`src/rtl/serie_paralelo_pkg.sv`:
```
// Shared state encoding and default alignment/fill symbols for the
// serial-to-parallel deserializer.
package serie_paralelo_pkg;

  typedef enum logic [1:0] {
    StHunt,
    StAlign,
    StActive
  } state_e;

  localparam logic [7:0] DefComma = 8'hBC;
  localparam logic [7:0] DefIdle  = 8'h7C;

endpackage

```
`src/rtl/serie_paralelo_shift.sv`:
```
// Serial shift register, in-word bit counter and the symbol compare flags
// evaluated on the freshly shifted word.
module serie_paralelo_shift
  import serie_paralelo_pkg::*;
#(
  parameter int unsigned      WIDTH = 8,
  parameter logic [WIDTH-1:0] COMMA = WIDTH'(DefComma),
  parameter logic [WIDTH-1:0] IDLE  = WIDTH'(DefIdle)
) (
  input  logic             clk_Nf,
  input  logic             reset,
  input  logic             data_in,
  input  logic             counting,
  output logic [WIDTH-1:0] sr_next,
  output logic             boundary,
  output logic             is_comma,
  output logic             is_idle,
  output logic             is_stuck
);

  localparam int unsigned     CntW    = $clog2(WIDTH);
  localparam logic [CntW-1:0] LastBit = CntW'(WIDTH - 1);

  // Only WIDTH-1 history bits are kept: the oldest bit would fall off unread.
  logic [WIDTH-2:0] sr;
  logic [CntW-1:0]  bit_cnt;
  logic [CntW-1:0]  bit_cnt_next;

  assign sr_next  = {sr, data_in};
  assign boundary = counting && (bit_cnt == LastBit);
  assign is_comma = (sr_next == COMMA);
  assign is_idle  = (sr_next == IDLE);
  assign is_stuck = (sr_next == '0) || (sr_next == '1);

  // Counter parks at zero while hunting so alignment starts on the next bit.
  always_comb begin
    bit_cnt_next = '0;
    if (counting && !boundary) begin
      bit_cnt_next = bit_cnt + CntW'(1);
    end
  end

  always_ff @(posedge clk_Nf) begin
    if (!reset) begin
      sr      <= '0;
      bit_cnt <= '0;
    end else begin
      sr      <= sr_next[WIDTH-2:0];
      bit_cnt <= bit_cnt_next;
    end
  end

endmodule

```
`src/rtl/serie_paralelo_param.sv`:
```
// Serial-to-parallel deserializer with comma-based word alignment, lock
// acquisition after repeated commas and loss of lock on stuck words.
module serie_paralelo_param
  import serie_paralelo_pkg::*;
#(
  parameter int unsigned      WIDTH      = 8,
  parameter logic [WIDTH-1:0] COMMA      = WIDTH'(DefComma),
  parameter logic [WIDTH-1:0] IDLE       = WIDTH'(DefIdle),
  parameter int unsigned      LOCK_COUNT = 4,
  parameter int unsigned      LOSS_COUNT = 4
) (
  input  logic                              clk_Nf,
  input  logic                              reset,
  input  logic                              data_in,
  output logic [WIDTH-1:0]                  data_out,
  output logic                              valid_out,
  output logic                              active,
  output logic                              word_strobe,
  output logic [$clog2(LOCK_COUNT+1)-1:0]   comma_count
);

  localparam int unsigned    CcW      = $clog2(LOCK_COUNT + 1);
  localparam int unsigned    StW      = $clog2(LOSS_COUNT + 1);
  localparam logic [CcW-1:0] LockLast = CcW'(LOCK_COUNT - 1);
  localparam logic [CcW-1:0] LockFull = CcW'(LOCK_COUNT);
  localparam logic [StW-1:0] LossLast = StW'(LOSS_COUNT - 1);

  if (WIDTH < 4 || WIDTH > 16) begin : g_bad_width
    $error("WIDTH must lie in 4..16");
  end
  if (LOCK_COUNT < 1 || LOSS_COUNT < 1) begin : g_bad_count
    $error("LOCK_COUNT and LOSS_COUNT must be at least 1");
  end
  if (COMMA == '0 || COMMA == '1 || IDLE == '0 || IDLE == '1) begin : g_bad_symbol
    $error("COMMA and IDLE must not be all-0 or all-1");
  end

  state_e           state;
  logic [StW-1:0]   stuck_cnt;
  logic             counting;
  logic [WIDTH-1:0] sr_next;
  logic             boundary;
  logic             is_comma;
  logic             is_idle;
  logic             is_stuck;

  assign counting = (state != StHunt);

  serie_paralelo_shift #(
    .WIDTH (WIDTH),
    .COMMA (COMMA),
    .IDLE  (IDLE)
  ) u_shift (
    .clk_Nf   (clk_Nf),
    .reset    (reset),
    .data_in  (data_in),
    .counting (counting),
    .sr_next  (sr_next),
    .boundary (boundary),
    .is_comma (is_comma),
    .is_idle  (is_idle),
    .is_stuck (is_stuck)
  );

  always_ff @(posedge clk_Nf) begin
    if (!reset) begin
      state       <= StHunt;
      data_out    <= '0;
      valid_out   <= 1'b0;
      active      <= 1'b0;
      word_strobe <= 1'b0;
      comma_count <= '0;
      stuck_cnt   <= '0;
    end else begin
      valid_out   <= 1'b0;
      word_strobe <= 1'b0;
      unique case (state)
        StHunt: begin
          if (is_comma) begin
            stuck_cnt <= '0;
            if (LOCK_COUNT == 1) begin
              state       <= StActive;
              active      <= 1'b1;
              comma_count <= LockFull;
            end else begin
              state       <= StAlign;
              comma_count <= CcW'(1);
            end
          end
        end
        StAlign: begin
          if (boundary) begin
            if (is_comma) begin
              word_strobe <= 1'b1;
              if (comma_count == LockLast) begin
                state       <= StActive;
                active      <= 1'b1;
                comma_count <= LockFull;
              end else begin
                comma_count <= comma_count + CcW'(1);
              end
            end else begin
              state       <= StHunt;
              comma_count <= '0;
            end
          end
        end
        StActive: begin
          if (boundary) begin
            // The word that completes the stuck run is dropped with the lock.
            if (is_stuck && stuck_cnt == LossLast) begin
              state       <= StHunt;
              active      <= 1'b0;
              comma_count <= '0;
              stuck_cnt   <= '0;
            end else begin
              word_strobe <= 1'b1;
              stuck_cnt   <= is_stuck ? stuck_cnt + StW'(1) : '0;
              if (!is_comma && !is_idle) begin
                data_out  <= sr_next;
                valid_out <= 1'b1;
              end
            end
          end
        end
        default: state <= StHunt;
      endcase
    end
  end

endmodule

```
`config.mk`:
```
export PLATFORM = sky130hd
export DESIGN_NAME = serie_paralelo_param
export DESIGN_NICKNAME = d
export VERILOG_FILES = /design/src/rtl/serie_paralelo_pkg.sv /design/src/rtl/serie_paralelo_shift.sv /design/src/rtl/serie_paralelo_param.sv
export SDC_FILE = /design/constraint.sdc
export NUM_CORES = 1
export LEC_CHECK = 0
export ABC_AREA = 1
export BUFFER_PORTS_ARGS = -buffer_cell sky130_fd_sc_hd__buf_2
export CORE_ASPECT_RATIO = 0.6
export CORE_MARGIN = 2
export CORE_UTILIZATION = 30
export DETAILED_ROUTE_END_ITERATION = 7
export GPL_TIMING_DRIVEN = 1
export PLACE_DENSITY = 0.54
export SYNTH_ARGS = -nofsm -noshare
export SYNTH_HDL_FRONTEND = slang
export SYNTH_HIERARCHICAL = 1
export SYNTH_SLANG_ARGS = --single-unit
```
`constraint.sdc`:
```
create_clock -name clk_Nf -period 4.8 [get_ports clk_Nf]
set_clock_uncertainty 0.05 [all_clocks]
set_input_delay 0.24 -clock clk_Nf [delete_from_list [all_inputs] [get_ports clk_Nf]]
set_output_delay 0.24 -clock clk_Nf [all_outputs]
set_load 0.01 [all_outputs]
```
==> run metrics, run 1 <==
status=complete, no violations; core area=between 4000 and 5000 sq um; share of layout cells above drive strength 1=17.4%; gr usage total=a little under an eighth; Worst Hold Slack=between 150 and 200 ps; largest area contributor in the netlist=dfxtp_1; die footprint=about 5300 sq um; latest clock arrival within the worst-skew pair=about 280 ps; crit start category=flop; CP Class=flop to flop; final-report hold violation count=0; Place WS=between 2000 and 3000 ps; routed wire length=between 2000 and 3000 um; first-pass GRT wire length=about 4700 um; Layout Nets=225; Area growth syn-to-layout=15.3%; CTS root buffer=clkbuf_8; worst setup margin=~2900 ps; DR iter-0 viols=44; Setup Buffers After CTS=0; Final Power=0.455 mW; DR pass1 iterations=4; GRT Residual Overflow=0; pwr dens=280 nW/um^2; Slew Viols, Final=0; top cells by area, synth=dfxtp_1, nor2_1, nand2_1; Period Utilization, post-route=39.5%; maximum VDD drop=approximately 0.000074 V; Die H=between 50 and 60 um; clk slew on worst S/H paths=60 ps; fill cell count=490; Initial Util=around 31%; Resized cells post-CTS=0; Mapped Avg Cell Area=7.30 sq um; synth unique cells=26; antenna viol nets, final=0; critical path endpoint category=flop; RSZ-0062 raised after global routing=false; final setup vio count=0; Mapped Area=1410 sq um; die outline width=approximately 92 um; initial antenna violation count=0; setup TNS=0 ps; # port buffers=16; post-synthesis sequential area ratio=between 40 and 50%; compound-gate portion of the synthesized area=around 7.5%; Worst Max-Slew Pin Slew=between 400 and 500 ps; Avg Vias per Cell=approximately 4.2; Register Area=581 sq um; htree depth=2; row count=19; mux cell area share after synthesis=0%; Synth Area in Adders=~8.9%; CTS tree=built; area of the multi-input gates=698 sq um; hold_buf cts=0; area share of the largest cell type after synthesis=roughly two fifths; Final HPWL DP=~1900 um; f_max=528 MHz; Crit path required time=slightly below 5000 ps; Max clock buf depth=2; clk sinks=29; Placer Congestion=just under 0.8; Warnings, synthesis=6; number of remaining DRC errors=0; flops & latches, synth=29; via count=around 1200; largest net degree at the start of global routing=27; I/O pin count=17; Inserted Clock Buffers=5; min Tclk post-route=1890 ps; worst min-delay path class=input port to flop; wire length per cell=approximately 9.5 um; # diodes=0; Mapped Cells=around 190; vias in the first global route=~1000; post-layout util=between 30 and 40%; worst-path maximum fanout=4; leakage power=roughly 0.76 nW; XOR/XNOR share of the synthesized area=0%; Simple-Gate Fraction of Synth Area=33.2%; CP arrival=slightly above 2000 ps; largest family of logic cells by synthesized area=simple AND/OR/NAND/NOR gates; Slew Limit Headroom=between 60% and 70%; Mapped Nets=a little over 200; Max Cap Viol=0
==> power by group <==
group / internal [mW] / switching, mW / leakage [nW]
registers: 0.245 / 0.00380 / 0.234
logic: 0.00530 / 0.0102 / 0.490
clock network: 0.103 / 0.0877 / 0.0395
total: 0.353 / 0.102 / 0.764
==> cells by family (layout without fill, tap and decap cells) <==
group                      Yosys count  in the layout
buffers and inverters               32             52
AOI/OAI and AO/OA                   18             18
and+or+nand+nor                    104            104
DFF                                 29             29
adders and majority gates           10             10
==> stage by stage <==
step	instance area (sq um)	instances
2_1_floorplan	1410	193
3_3_place_gp	1540	268
3_5_place_dp	1540	268
4_1_cts	1620	276
5_1_grt	1620	276
6_report	1620	276
==> state kept, by name, indices dropped and copies added (netlist names) <==
signal           cells
data_out             8
u_shift/sr           7
comma_count          3
stuck_cnt            3
u_shift/bit_cnt      3
state                2
active               1
valid_out            1
word_strobe          1
==> layout by cell type (no fill, tap or decap), drive strengths merged <==
cell and instances:
nand2 42, clkbuf 8, a21oi 4, nand3 8, nand3b 2, nor3 1
nand4 1, o22ai 1, ha 10, clkinv 3, nor2 49, nor3b 1
o21ai 11, buf 16, inv 25, o211ai 1, o21bai 1, dfxtp 29
==> final cells by class <==
cell class / instances / share of cell area (%)
Timing Repair Buffer: 16 / 4.93
Clock buffer: 8 / 4.93
Tap cell: 63 / 4.85
Sequential cell: 29 / 35.7
Multi-Input combinational cell: 132 / 43.0
Inverter: 28 / 6.55
==> synthesized netlist by cell type, drive strengths merged <==
cell    count
clkinv      3
inv        25
o21ai      11
clkbuf      1
nor2       49
nand3       8
ha         10
buf         3
nand4       1
o22ai       1
nand3b      2
a21oi       4
nor3b       1
dfxtp      29
o211ai      1
nand2      42
o21bai      1
nor3        1
==> worst max-delay path, cell delays in order, from the launching register on <==
cell and delay, ps:
dfxtp_1 400, inv_1 80, ha_1 240, inv_1 150
nand2_1 60, inv_1 140, inv_2 60, nand2_1 130
nand2_1 60, nor2_1 200, nand3_1 100, nand2_1 70
nor2_1 40
==> routing by layer <==
layer	wire length, um	up-vias	GRT usage [%]
met5	0	-	0
met4	57	0	5.12
met3	158	8	4.49
met2	970	21	15.5
met1	1450	504	15.9
li1	-	630	-
==> final timing paths <==
kind	slack, ps	from	depth (start not counted)	end
min reg2reg	380	u_shift/bit_cnt[0]	1	u_shift/bit_cnt[0]
min	160	data_in	3	u_shift/sr[0]
max reg2reg	2910	state[0]	12	state[1]
max	2910	state[0]	12	state[1]
No activity file was read; power rests on OpenSTA's default activity.
==> inputs of run 2 (changes only) <==
--- a/config.mk
+++ b/config.mk
@@ -5,7 +5,7 @@
 export SDC_FILE = /design/constraint.sdc
 export NUM_CORES = 1
 export LEC_CHECK = 0
-export ABC_AREA = 1
+export ABC_AREA = 0
 export BUFFER_PORTS_ARGS = -buffer_cell sky130_fd_sc_hd__buf_2
 export CORE_ASPECT_RATIO = 0.6
 export CORE_MARGIN = 2
==> constraint.sdc (replaced) <==
create_clock -name clk_Nf -period 1.8 [get_ports clk_Nf]
set_clock_uncertainty 0.05 [all_clocks]
set_input_delay 0.09 -clock clk_Nf [delete_from_list [all_inputs] [get_ports clk_Nf]]
set_output_delay 0.09 -clock clk_Nf [all_outputs]
set_load 0.01 [all_outputs]
==> run metrics, run 2 <==
fill cell count=433 (-12%); CTS root buffer=clkbuf_8; failing checks=setup timing; clk slew on worst S/H paths=60 ps (about the same); via count=1245 (+7.1%); Internal Power=0.957 mW (+170%); CP Class=flop to flop; Comb power frac=3.0% (-0.4 points); Top Family by Delay on Critical Path=simple AND/OR/NAND/NOR gates; part of the power in registers=53.1% (-1.6 points); crit path cell chain=nand4_1 > and4bb_2 > nor2b_4 > buf_12 > a2111oi_4 > buf_4 > mux2i_1; latest clock arrival within the worst-skew pair=270 ps (about the same); DR iter-0 viols=95 (+120%); f_max=530 MHz (+0.39%); Slew Viols, Final=0 (unchanged); Register Area=601 sq um (+3.4%); Clock power frac=43.9% (+2.0 points); Max Cap Viol=0 (unchanged); max incr delay on CP=400 ps (about the same); pwr dens=590 nW/um^2 (+110%); post-synthesis sequential area ratio=41.1% (-0.073 points); Inserted Clock Buffers=5 (unchanged); leakage power=0.801 nW (+4.8%); Sw Pwr=0.259 mW (+150%); Largest regs=data_out: 8 flops, u_shift/sr: 7 flops; status=finished with violations; Largest Register=data_out; number of remaining DRC errors=0 (unchanged); Post-synth EDFFs=0 (unchanged); fin area=2060 sq um (+27%); Mapped Nets=161 (-22%); I/O pin count=17 (unchanged); first-pass GRT wire length=5430 um (+17%); # diodes=0 (unchanged); Initial Util=31.1% (+0.055 points); Mapped Cells=148 (-23%); # port buffers=16 (unchanged); core area=4540 sq um (unchanged); Period Utilization, post-route=105% (+65 points); Place WS=-144 ps (-3070 ps); largest net degree at the start of global routing=22 (-19%); CP arrival=2040 ps (+20 ps); slowest stage cell, crit path=and4bb_2; Warnings, synthesis=6 (unchanged); count leader, synth=dfxtp_1; Buf/Inv on CP=2 (-2); Placer Congestion=0.729 (-5.7%); switching fraction of total power=21.3% (-1.0 points); Avg Vias per Cell=4.96 (+18%); Crit path required time=1950 ps (-2980 ps); worst setup margin=-87.1 ps (-2990 ps); final setup vio count=7 (+7); area share of the largest cell type after synthesis=41.1% (-0.073 points); critical path endpoint category=flop; DR pass1 iterations=4 (unchanged); share of layout cells above drive strength 1=50.0% (+33 points); Most used DFF post-synth=dfxtp_1; CTS tree=built; most frequent cells in the layout=dfxtp_1, buf_4, buf_2, nand3_1, and2_1; Synth async-reset ratio=0% (unchanged); initial antenna violation count=0 (unchanged); area of the multi-input gates=973 sq um (+39%); crit start category=flop; largest area contributor in the netlist=dfxtp_1; gr usage total=13.2% (+1.8 points); top cells by instance count after synthesis=dfxtp_1, o21ai_0, a21oi_1; Worst Max-Slew Pin Slew=542 ps (+71.0 ps); max FFs per register=8 (unchanged); DP Area=1660 sq um (+7.4%); Final HPWL DP=2300 um (+20%); final-report hold violation count=0 (unchanged); worst-path maximum fanout=5 (+1); Slew Limit Headroom=63.8% (-4.8 points); die outline width=92.6 um (about the same); synth unique cells=37 (+42%); vias in the first global route=1168 (+15%); most common cell after layout, fill and taps aside=dfxtp_1; GRT Residual Overflow=0 (unchanged); worst min-delay path class=input port to flop; die footprint=5290 sq um (+0.17%); routed wire length=3580 um (+36%); maximum VDD drop=0.000238 V (+220%); clk sinks=29 (unchanged); RSZ-0062 raised after global routing=true; row count=19 (unchanged); antenna viol nets, final=0 (unchanged); wire length per cell=14.2 um (+49%); Max clock buf depth=2 (unchanged); Mapped Area=1410 sq um (+0.18%); htree depth=2 (unchanged); Layout Nets=201 (-11%); flops & latches, synth=29 (unchanged); Mapped Avg Cell Area=9.54 sq um (+31%); hold_buf cts=0 (unchanged); Die H=57.1 um (about the same); min Tclk post-route=1890 ps (-7.42 ps); top cells by area, synth=dfxtp_1, ha_1, o21ai_0; Area growth syn-to-layout=46.0%
## run 2: changes by cell type in the layout (fill, tap and decap cells not counted), sizes merged, moves of 4 or more
cell    change
inv        -18
and2       +10
mux2i       +5
nand2      -36
nor2       -45
and4bb      +4
nand3       +4
a21oi       +8
buf        +25
## run 2: metrics by stage
| stage | total power, mW | setup TNS (ps) | cells | utilization, % | hold slack (ps) |
|---|---|---|---|---|---|
| after floorplan | 0.679 | 0 | 148 | - | 162 |
| after detailed placement | 0.689 | -1630 | 231 | 36.5 | 314 |
| after global placement | 0.689 | -1070 | 231 | 36.5 | 312 |
| after CTS | 1.22 | -101 | 242 | 40.7 | 34.3 |
| final | 1.22 | -343 | 251 | 45.4 | 50.7 |
| after global routing | 1.28 | -1200 | 251 | 45.4 | 55.4 |
## run 2: path summary, 6_finish.rpt
kind / startpoint / cells after the start / to / slack [ps]
worst max-delay path: u_shift/sr[1] / 7 / comma_count[1] / -90
worst min-delay path: data_in / 2 / u_shift/sr[0] / 50
worst max register to register: u_shift/sr[1] / 7 / comma_count[1] / -90
worst min register to register: data_out[0] / 2 / data_out[0] / 410
## run 2: kinds of logic (layout without fill, tap and decap cells)
family	count (synthesis)	count (layout)	synth area share [%]
and+or+nand+nor	55	56	26.2
AOI/OAI and AO/OA	33	33	15.2
DFF	29	29	41.1
buffers and inverters	16	55	5.05
adders and majority gates	10	10	8.87
muxes	5	5	3.55
## run 2: timing repair
action                                  4_1_cts  5_1_grt
pin swaps                                    13       14
buffers inserted                              3        8
resized for setup                            20       42
cloned                                        1        1
endpoints found under the setup margin       16       17
## run 2: power by group through the flow
stage                     Combinational (mW)  Sequential, mW  Clock, mW
final                                 0.0370           0.645      0.534
after CTS                             0.0310           0.649      0.543
after global placement                0.0262           0.662          0
after global routing                  0.0402           0.645      0.593
after detailed placement              0.0264           0.663          0
after floorplan                       0.0174           0.662          0
## run 2: layout make-up
| type | count | share of cell area (%) |
|---|---|---|
| inverters | 7 | 1.28 |
| repair buffers | 41 | 14.3 |
| multi-input cells | 104 | 47.2 |
| clock buffers | 7 | 4.19 |
| flip-flops and latches | 29 | 29.1 |
| well taps | 63 | 3.83 |
## run 2: metal layers
metal / wire [um] / share of wire (%) / vias to the layer above / global-route usage, %
li1: - / - / 620 / -
met1: 1760 / 49 / 603 / 17.8
met2: 1660 / 46 / 20 / 19.9
met3: 134 / 3.7 / 2 / 4.10
met4: 28 / 0.78 / 0 / 5.33
met5: 0 / 0 / - / 0
## run 2: worst reg2reg max path: stages (launching register included)
cell and delay [ps]:
dfxtp_4 370, nand4_1 150, and4bb_2 400, nor2b_4 80, buf_12 130, a2111oi_4 250, buf_4 190, mux2i_1 190
==> inputs of run 3 (changes only) <==
--- a/config.mk
+++ b/config.mk
@@ -7,12 +7,12 @@
 export LEC_CHECK = 0
 export ABC_AREA = 0
 export BUFFER_PORTS_ARGS = -buffer_cell sky130_fd_sc_hd__buf_2
-export CORE_ASPECT_RATIO = 0.6
+export CORE_ASPECT_RATIO = 1.4
 export CORE_MARGIN = 2
 export CORE_UTILIZATION = 30
 export DETAILED_ROUTE_END_ITERATION = 7
 export GPL_TIMING_DRIVEN = 1
-export PLACE_DENSITY = 0.54
+export PLACE_DENSITY = 0.55
 export SYNTH_ARGS = -nofsm -noshare
 export SYNTH_HDL_FRONTEND = slang
 export SYNTH_HIERARCHICAL = 1
==> constraint.sdc (replaced) <==
create_clock -name clk_Nf -period 1.7 [get_ports clk_Nf]
set_clock_uncertainty 0.05 [all_clocks]
set_input_delay 0.085 -clock clk_Nf [delete_from_list [all_inputs] [get_ports clk_Nf]]
set_output_delay 0.085 -clock clk_Nf [all_outputs]
set_load 0.01 [all_outputs]
==> run metrics, run 3 (synthesis results as in run 2) <==
status=finished with violations; failing checks=setup timing; die footprint=5280 sq um (-0.20%); row count=29 (+10); min Tclk post-route=1870 ps (-18.8 ps); gr usage total=14.2% (+0.93 points); number of remaining DRC errors=0 (unchanged); DP Area=1710 sq um (+2.9%); slowest stage cell, crit path=or4b_4; post-layout util=43.0% (-2.4 points); Worst Max-Slew Pin Slew=473 ps (-68.9 ps); max incr delay on CP=520 ps (+120 ps); I/O pin count=17 (unchanged); initial antenna violation count=0 (unchanged); Placed Instances=237 (+2.6%); f_max=535 MHz (+1.0%); Layout Nets=201 (unchanged); max FFs per register=8 (unchanged); # port buffers=16 (unchanged); CP arrival=2030 ps (about the same); htree depth=2 (unchanged); critical path endpoint category=flop; FF-to-FF path depth=7 (unchanged); setup TNS=-899 ps (-556 ps); DR iter-0 viols=42 (-56%); final-report hold violation count=0 (unchanged); vias in the first global route=1176 (+0.68%); Largest Register=data_out; crit start category=flop; Area growth syn-to-layout=38.0%; leakage power=0.799 nW (-0.24%); reg2reg start=u_shift/sr[2]; RSZ-0062 raised after global routing=true; largest net degree at the start of global routing=22 (unchanged); final setup vio count=9 (+2); maximum VDD drop=0.000286 V (+20%); CP Class=flop to flop; Avg Vias per Cell=4.94 (-0.40%); CTS root buffer=clkbuf_8; reg-to-reg slack, setup=-170 ps (-80 ps); Die H=85.2 um (+49%); Slew Limit Headroom=68.4% (+4.6 points); Initial Util=31.1% (+0.034 points); worst setup margin=-168 ps (-81.2 ps); most frequent cells in the layout=dfxtp_1, buf_4, buf_2, nand3_1, a21oi_1; Max clock buf depth=2 (unchanged); share of layout cells above drive strength 1=45.0% (-5.0 points); crit path cell chain=nor4_2 > nand3_1 > o21ai_4 > buf_4 > nand3b_2 > or4b_4 > a21oi_2; Inserted Clock Buffers=5 (unchanged); CTS tree=built; worst-path maximum fanout=3 (-2); first-pass GRT wire length=5460 um (+0.63%); Crit path required time=1860 ps (-90 ps); Largest regs=data_out: 8 flops, u_shift/sr: 7 flops; end of the critical path=stuck_cnt[1]; Placer Congestion=0.776 (+6.5%); fin area=1950 sq um (-5.5%); worst min-delay path class=input port to flop; GRT Residual Overflow=0 (unchanged); core area=4540 sq um (-0.11%); Reg-to-Reg End=stuck_cnt[1]; # diodes=0 (unchanged); routed wire length=3430 um (-4.0%); Final Power=1.28 mW (+5.5%); pwr dens=659 nW/um^2 (+12%); DR pass1 iterations=4 (unchanged); Final HPWL DP=2510 um (+9.0%); CP Depth=7 (unchanged); CP Launch Point=u_shift/sr[2]; clk sinks=29 (unchanged); antenna viol nets, final=0 (unchanged); Slew Viols, Final=0 (unchanged); wire length per cell=13.7 um (-4.0%); latest clock arrival within the worst-skew pair=280 ps (about the same); via count=1240 (-0.40%); Buf/Inv on CP=1 (-1); Top Family by Delay on Critical Path=simple AND/OR/NAND/NOR gates; die outline width=62.0 um (-33%); Max Cap Viol=0 (unchanged); Period Utilization, post-route=110% (+5.1 points); Post-Layout Cell Count=251 (unchanged); clk slew on worst S/H paths=70 ps (about the same)
==> run 3: cell count changes in the layout (fill, tap and decap cells not counted), moves of 2 or more <==
cell / delta
inv_2: -2
a21oi_2: -3
ha_1: +3
ha_4: -4
a21oi_1: +3
buf_4: +2
nand3_2: -4
o21ai_2: -2
inv_1: +2
o21ai_0: +2
nand3_1: +4
dfxtp_2: +3
dfxtp_4: -4
clkinv_2: +2
==> run 3: worst min path at each step <==
| stage | cells after the start | end | start | slack [ps] |
|---|---|---|---|---|
| after global placement | 2 | u_shift/sr[0] | data_in | 300 |
| final | 2 | u_shift/sr[0] | data_in | 20 |
| after floorplan | 1 | u_shift/sr[0] | data_in | 160 |
| after global routing | 2 | u_shift/sr[0] | data_in | 30 |
| after CTS | 2 | u_shift/sr[0] | data_in | 6 |
| after detailed placement | 2 | u_shift/sr[0] | data_in | 300 |
==> run 3: what timing repair did <==
item                                    CTS  global route
hold buffers                              0             0
setup buffers                             1             5
pin swaps                                 6            11
endpoints found under the setup margin   17            18
resized for setup                         6            22
==> run 3: power breakdown <==
part           internal, mW  total, mW  switching, mW
sequential            0.684      0.688        0.00427
clock                 0.282      0.557          0.275
combinational        0.0148     0.0382         0.0233
==> run 3: metal layers <==
metal | vias to the layer above | global-route usage, % | routed length, um
li1 | 619 | - | -
met1 | 596 | 14.8 | 1360
met2 | 20 | 25.4 | 1920
met3 | 5 | 2.74 | 87
met4 | 0 | 6.96 | 63
met5 | - | 0 | 0
==> run 3: final cells by class <==
class	instances	area [sq um]
fillers	450	2590
inverters	7	26.3
repair buffers	42	299
flip-flops and latches	29	589
multi-input cells	103	870
well taps	62	77.6
clock buffers	5	68.8
clock inverters	3	17.5
==> run 3: through the flow <==
stage               hold WS, ps  worst slack, ps
finish                     21.0             -168
floorplan                   157            -36.0
global route               32.2             -260
detailed placement          301             -240
CTS                        6.13             -173
global placement            300             -154
